<file path="src/rtl/uart_rx_frame_buffer.sv">
// 8N1 UART receive front end: oversampled frame decoder feeding a small
// first-word-fall-through byte FIFO drained by a valid/ready consumer.
module uart_rx_frame_buffer #(
  parameter int OVERSAMPLE = 16,
  parameter int FIFO_DEPTH = 4,
  parameter int DATA_W     = 8
) (
  input  logic                        clk,
  input  logic                        reset,
  input  logic                        tick,
  input  logic                        rx,
  output logic [DATA_W-1:0]           data_out,
  output logic                        data_valid,
  input  logic                        data_ready,
  output logic                        frame_err,
  output logic                        overrun,
  output logic [$clog2(FIFO_DEPTH):0] fifo_count,
  output logic [2:0]                  state_out
);

  localparam int CNT_W = $clog2(OVERSAMPLE);
  localparam int BIT_W = (DATA_W > 1) ? $clog2(DATA_W) : 1;
  localparam int PTR_W = $clog2(FIFO_DEPTH);

  localparam logic [CNT_W-1:0] MID_TICK  = CNT_W'(OVERSAMPLE / 2 - 1);
  localparam logic [CNT_W-1:0] LAST_TICK = CNT_W'(OVERSAMPLE - 1);
  localparam logic [BIT_W-1:0] LAST_BIT  = BIT_W'(DATA_W - 1);
  localparam logic [PTR_W:0]   DEPTH_C   = (PTR_W + 1)'(FIFO_DEPTH);

  typedef enum logic [2:0] {
    IDLE  = 3'd0,
    START = 3'd1,
    DATA  = 3'd2,
    STOP  = 3'd3,
    PUSH  = 3'd4,
    BREAK = 3'd5
  } state_t;

  state_t              state;
  logic                rx_meta, rxs;
  logic [CNT_W-1:0]    tcnt;
  logic [BIT_W-1:0]    bitcnt;
  logic [DATA_W-1:0]   shreg;
  logic [DATA_W-1:0]   mem [FIFO_DEPTH];
  logic [PTR_W-1:0]    wr_ptr, rd_ptr;
  logic [PTR_W:0]      count;
  logic                pop, push, fifo_accept;

  assign data_valid  = (count != '0);
  assign pop         = data_valid & data_ready;
  // A full FIFO still takes the byte when the consumer pops in the same clk.
  assign fifo_accept = (count < DEPTH_C) | pop;
  assign push        = (state == PUSH) & fifo_accept;
  assign data_out    = data_valid ? mem[rd_ptr] : '0;
  assign fifo_count  = count;
  assign state_out   = state;

  // Frame decoder: synchronizer, tick/bit counters and flag pulses
  always_ff @(posedge clk) begin
    if (reset) begin
      rx_meta   <= 1'b1;
      rxs       <= 1'b1;
      state     <= IDLE;
      tcnt      <= '0;
      bitcnt    <= '0;
      frame_err <= 1'b0;
      overrun   <= 1'b0;
    end else begin
      rx_meta   <= rx;
      rxs       <= rx_meta;
      frame_err <= 1'b0;
      overrun   <= 1'b0;
      case (state)
        IDLE: begin
          tcnt <= '0;
          if (!rxs) state <= START;
        end
        START: if (tick) begin
          if (tcnt == MID_TICK) begin
            tcnt   <= '0;
            bitcnt <= '0;
            state  <= rxs ? IDLE : DATA;
          end else begin
            tcnt <= tcnt + 1'b1;
          end
        end
        DATA: if (tick) begin
          tcnt <= tcnt + 1'b1;
          if (tcnt == LAST_TICK) begin
            tcnt   <= '0;
            bitcnt <= bitcnt + 1'b1;
            if (bitcnt == LAST_BIT) state <= STOP;
          end
        end
        STOP: if (tick) begin
          tcnt <= tcnt + 1'b1;
          if (tcnt == LAST_TICK) begin
            tcnt <= '0;
            if (rxs) begin
              state <= PUSH;
            end else begin
              frame_err <= 1'b1;
              state     <= BREAK;
            end
          end
        end
        PUSH: begin
          if (!fifo_accept) overrun <= 1'b1;
          state <= IDLE;
        end
        BREAK: if (rxs) state <= IDLE;
        default: state <= IDLE;
      endcase
    end
  end

  // Byte assembly, LSB arrives first
  always_ff @(posedge clk) begin
    if (state == DATA && tick && tcnt == LAST_TICK)
      shreg <= {rxs, shreg[DATA_W-1:1]};
  end

  // FIFO storage
  always_ff @(posedge clk) begin
    if (push) mem[wr_ptr] <= shreg;
  end

  // FIFO pointers and occupancy
  always_ff @(posedge clk) begin
    if (reset) begin
      wr_ptr <= '0;
      rd_ptr <= '0;
      count  <= '0;
    end else begin
      if (push) wr_ptr <= wr_ptr + 1'b1;
      if (pop)  rd_ptr <= rd_ptr + 1'b1;
      case ({push, pop})
        2'b10:   count <= count + 1'b1;
        2'b01:   count <= count - 1'b1;
        default: count <= count;
      endcase
    end
  end

endmodule
</file>
<file path="config.mk">
export PLATFORM = sky130hd
export DESIGN_NAME = uart_rx_frame_buffer
export DESIGN_NICKNAME = d
export VERILOG_FILES = /design/src/rtl/uart_rx_frame_buffer.sv
export SDC_FILE = /design/constraint.sdc
export NUM_CORES = 1
export LEC_CHECK = 0
export ABC_AREA = 1
export CORE_MARGIN = 2
export CORE_UTILIZATION = 50
export DETAILED_ROUTE_END_ITERATION = 12
export MAX_ROUTING_LAYER = met4
export PLACE_DENSITY_LB_ADDON = 0.1
export SYNTH_ARGS = -nofsm -noshare
export SYNTH_HDL_FRONTEND = slang
export SYNTH_SLANG_ARGS = --single-unit
</file>
<file path="constraint.sdc">
create_clock -name clk -period 2.88 [get_ports clk]
set_clock_uncertainty 0.2 [all_clocks]
set_input_delay 0.432 -clock clk [delete_from_list [all_inputs] [get_ports clk]]
set_output_delay 0.432 -clock clk [all_outputs]
set_load 0.03 [all_outputs]
</file>
==> results of run 1 <==
cell type report:
class	count	share of cell area, %
timing repair buffer	29	8.15
tap	72	2.72
multi-input combinational	175	28.4
clock inverter	7	3.36
clock buffer	9	3.74
inverter	30	3.55
sequential	63	50.1
kinds of logic after synthesis:
kind of cell    synth area share [%]
fa+ha+maj                       4.36
flops                           60.3
buf+inv                         5.59
xor+xnor                       0.318
compound gates                  11.3
simple gates                    18.1
metal layers:
| layer | track usage, % | up-vias |
|---|---|---|
| li1 | - | 989 |
| met1 | 20.6 | 846 |
| met2 | 31.8 | 40 |
| met3 | 4.83 | 15 |
| met4 | 10.5 | 0 |
| met5 | - | - |
layout by cell type, fill, tap and decap left out, drive strengths merged:
| cell | count |
|---|---|
| or2 | 2 |
| nand3 | 11 |
| nor2 | 59 |
| dfxtp | 23 |
| clkinv | 3 |
| clkinvlp | 1 |
| bufinv | 3 |
| clkbuf | 9 |
| nand4 | 2 |
| buf | 8 |
| a21oi | 28 |
| o21ai | 26 |
| a21boi | 1 |
| xor2 | 1 |
| clkdlybuf4s50 | 21 |
| nor3 | 3 |
| o21a | 1 |
| a22oi | 1 |
| inv | 30 |
| nand2 | 30 |
| fa | 1 |
| nor4 | 1 |
| ha | 8 |
| edfxtp | 40 |
through the flow:
step	hold slack [ns]	util, %	cells	total power [mW]	worst slack [ns]
floorplan	0.189	-	274	2.10	0.653
global placement	0.196	57.0	369	2.50	0.380
detailed placement	0.194	57.0	369	2.50	0.331
CTS	0.210	61.3	385	3.42	0.148
global route	0.223	61.3	385	3.62	0.0168
finish	0.209	61.3	385	3.38	0.172
worst max-delay path, cell delays in order, from the launching register on:
cell                              delay, ns
sky130_fd_sc_hd__dfxtp_1               0.30
sky130_fd_sc_hd__buf_4                 0.19
sky130_fd_sc_hd__inv_2                 0.21
sky130_fd_sc_hd__o21ai_0               0.15
sky130_fd_sc_hd__a21oi_1               0.19
sky130_fd_sc_hd__clkdlybuf4s50_1       0.69
state kept, by name (all words and copies together) (netlist names), named ones only:
name,flops
fifo_count,3
bitcnt,3
overrun,1
rd_ptr,2
state_out,3
frame_err,1
mem,32
rxs,1
wr_ptr,2
rx_meta,1
shreg,8
tcnt,4
how the worst min path moves through the flow:
stage | startpoint | endpoint | cells past startpoint | slack, ns
2_1_floorplan | rx_meta$_SDFF_PP1_ | rxs$_SDFF_PP1_ | 1 | 0.19
3_3_place_gp | rx_meta$_SDFF_PP1_ | rxs$_SDFF_PP1_ | 1 | 0.20
3_5_place_dp | rx_meta$_SDFF_PP1_ | rxs$_SDFF_PP1_ | 1 | 0.19
4_1_cts | rx_meta$_SDFF_PP1_ | rxs$_SDFF_PP1_ | 1 | 0.21
5_1_grt | rx_meta$_SDFF_PP1_ | rxs$_SDFF_PP1_ | 1 | 0.22
6_report | rx_meta$_SDFF_PP1_ | rxs$_SDFF_PP1_ | 1 | 0.21
where the power goes:
part | internal [mW] | total (mW) | switching, mW
clock | 0.568 | 0.900 | 0.332
combinational | 0.486 | 1.33 | 0.840
sequential | 1.06 | 1.16 | 0.0954
total | 2.12 | 3.38 | 1.27
==> results.md, run 1 <==
Drt:
- The detail route stage leaves a number of antenna-violating nets equal to 0.
- Summed over all nets, wire length on met3 after detailed routing comes to 199 µm.
- The wire length on met2 is 2430 µm.
- The routed length on met1 is 2190 µm.
- The highest layer touched by signal routing is met4.
- In the final routed layout, each cell accounts on average for 12.9 µm.
- Summing over every cut layer, the via total after detailed routing is 1890.
- The routed design has 4980 µm of wire.
- The length of the first detailed-routing pass in iterations is 4.
- Using the TritonRoute via totals, the vias-per-cell ratio works out to 4.91.
- For this run, design rule violations remaining after detail routing come to 0.
- The count of routing violations after the opening detailed-route iteration is 109.

Yosys:
- The most frequently used cell type in the post-synthesis netlist is sky130_fd_sc_hd__nor2_1.
- The flip-flop and latch count after synthesis is 63.
- A synthesized cell averages 10.1 µm².
- By count the netlist is led by sky130_fd_sc_hd__nor2_1, sky130_fd_sc_hd__edfxtp_1, sky130_fd_sc_hd__a21oi_1, sky130_fd_sc_hd__nand2_1, sky130_fd_sc_hd__inv_1.
- The synthesized net count is 288.
- In the post-synthesis netlist, the biggest area contributors are sky130_fd_sc_hd__edfxtp_1, sky130_fd_sc_hd__dfxtp_1, sky130_fd_sc_hd__nor2_1.
- After synthesis, the share of flip-flops with an asynchronous set or reset is 0%.
- The mapped netlist covers 0.00276 mm².
- Counting flops with a built-in enable in the synthesized netlist gives 40.
- The top flip-flop cell by instance count after synthesis is sky130_fd_sc_hd__edfxtp_1.
- The fraction of the yosys area taken by sequential cells is 60.3%.
- After technology mapping, the gate count stands at 274.
- The synthesized netlist contains 33 unique library cells.
- The proportion of netlist area held by the largest area contributor is 43.6%.
- The biggest area contributor in the post-synthesis netlist is sky130_fd_sc_hd__edfxtp_1.
- During synthesis, Yosys emitted a total of 0 warnings.

Cells and area:
- The count of fill cells added during filler insertion is 457.
- The area growth from synthesis to layout is 20.3%.
- The final layout contains 322 nets.
- Of the cells placed in the final design, the portion with a size suffix greater than 1 is 15.0%.
- The finished cells cover 0.00331 mm².
- Registers take 0.00166 mm².
- The antenna diode instance count is 0.
- The area of combinational cells with multiple inputs is 940 µm².

Critical path:
- The kind of capture point of the worst setup path is a primary output.
- The origin of the critical flop-to-flop path is state_out[0]$_SDFFE_PP0P_.
- The worst register-to-register path has a setup slack of 0.65 ns.
- The critical-path maximum fanout is 17.
- The critical path arrival is 2.08 ns.
- The number of cells traversed by the worst register-to-register path is 9.
- The classification of the worst setup path is reg2out.
- The element type at the critical path start is a flop.
- The critical path ends at data_out[2].
- The worst endpoint required time is 2.25 ns.
- The reg-to-reg endpoint is fifo_count[2]$_SDFFE_PP0P_.

Die:
- The die height is 78.2 µm.
- The die covers 0.00612 mm².
- The initial utilization of the core area, before any placement, comes to 51.0%.
- The I/O pin total is 22.
- The core outline area is 0.00541 mm².
- After floorplanning, the core was divided into 27 placement rows.
- The die boundary width is 78.2 µm.

Timing:
- The worst slew slack as a fraction of its limit is 62.1%.
- The number of hold violations in the final report is 0.
- The number of pins exceeding their max-slew limit in the final report is 0.
- Setup repair after global routing left no endpoint under its margin.
- The final-report setup violation count is 0.
- The clock period could shrink to 2.71 ns.
- The top achievable clock speed is 369 MHz.
- For the final routed database, the setup TNS stands at 0 ns.
- At the pin with the least slew margin, the transition time is 0.566 ns.
- After layout, the worst path uses 94.0% of the clock period.

CTS:
- The number of setup buffers added after CTS is 0.
- The count of instances resized after the clock tree is built is 0.
- The clock reaches the later pin of the worst-skew pair after 0.34 ns.
- The maximum buffer depth of the clock tree is 2.
- The CTS tree is built.
- Buffers inserted to repair hold after CTS numbered 0.
- Counting the buffers created by CTS gives 9.
- CTS placed an instance of sky130_fd_sc_hd__clkbuf_8 at the clock tree root.
- Clock-pin slew was measured on the worst setup and hold paths at 0.06 ns.
- CTS saw 63 sinks.
- The depth of the CTS H-tree is 3.

Power and ir drop:
- The power per cell area is 1020 mW/mm².
- Across the VDD grid, the largest voltage drop is 541 µV.
- In this run the static leakage power is 1.25 nW.

Placed design:
- The placed standard-cell area is 0.00308 mm².
- Buffers placed on the I/O ports in this run total 21.
- Detailed placement ended at an HPWL of 3310 µm.
- The congestion estimate from routability-driven global placement came to 0.870.

GRT:
- The remaining global-route overflow is 0.
- The global-route wire length before repair is 8340 µm.
- The number of antenna violations at the first check in global routing is 0.
- Entering global routing, the biggest net connects 18 pins.
- The via count of the first global-routing pass is 1817.
- The overall global routing resource usage is 19.0%.

Flow run:
- The max-cap check violation count is 0.

Outcome:
- The run finished with clean final reports.

Hold path:
- The type of the tightest min-delay check is reg2reg.
No activity file was read; power rests on OpenSTA's default activity.
==> inputs of run 2 (changes only) <==
--- a/config.mk
+++ b/config.mk
@@ -6,11 +6,13 @@
 export NUM_CORES = 1
 export LEC_CHECK = 0
 export ABC_AREA = 1
+export ABC_CLOCK_PERIOD_IN_PS = 2880
 export CORE_MARGIN = 2
 export CORE_UTILIZATION = 50
 export DETAILED_ROUTE_END_ITERATION = 12
 export MAX_ROUTING_LAYER = met4
 export PLACE_DENSITY_LB_ADDON = 0.1
+export SKIP_LAST_GASP = 1
 export SYNTH_ARGS = -nofsm -noshare
 export SYNTH_HDL_FRONTEND = slang
 export SYNTH_SLANG_ARGS = --single-unit
==> results of run 2 <==
The final DEF is identical to that of run 1; final timing and power are the same.
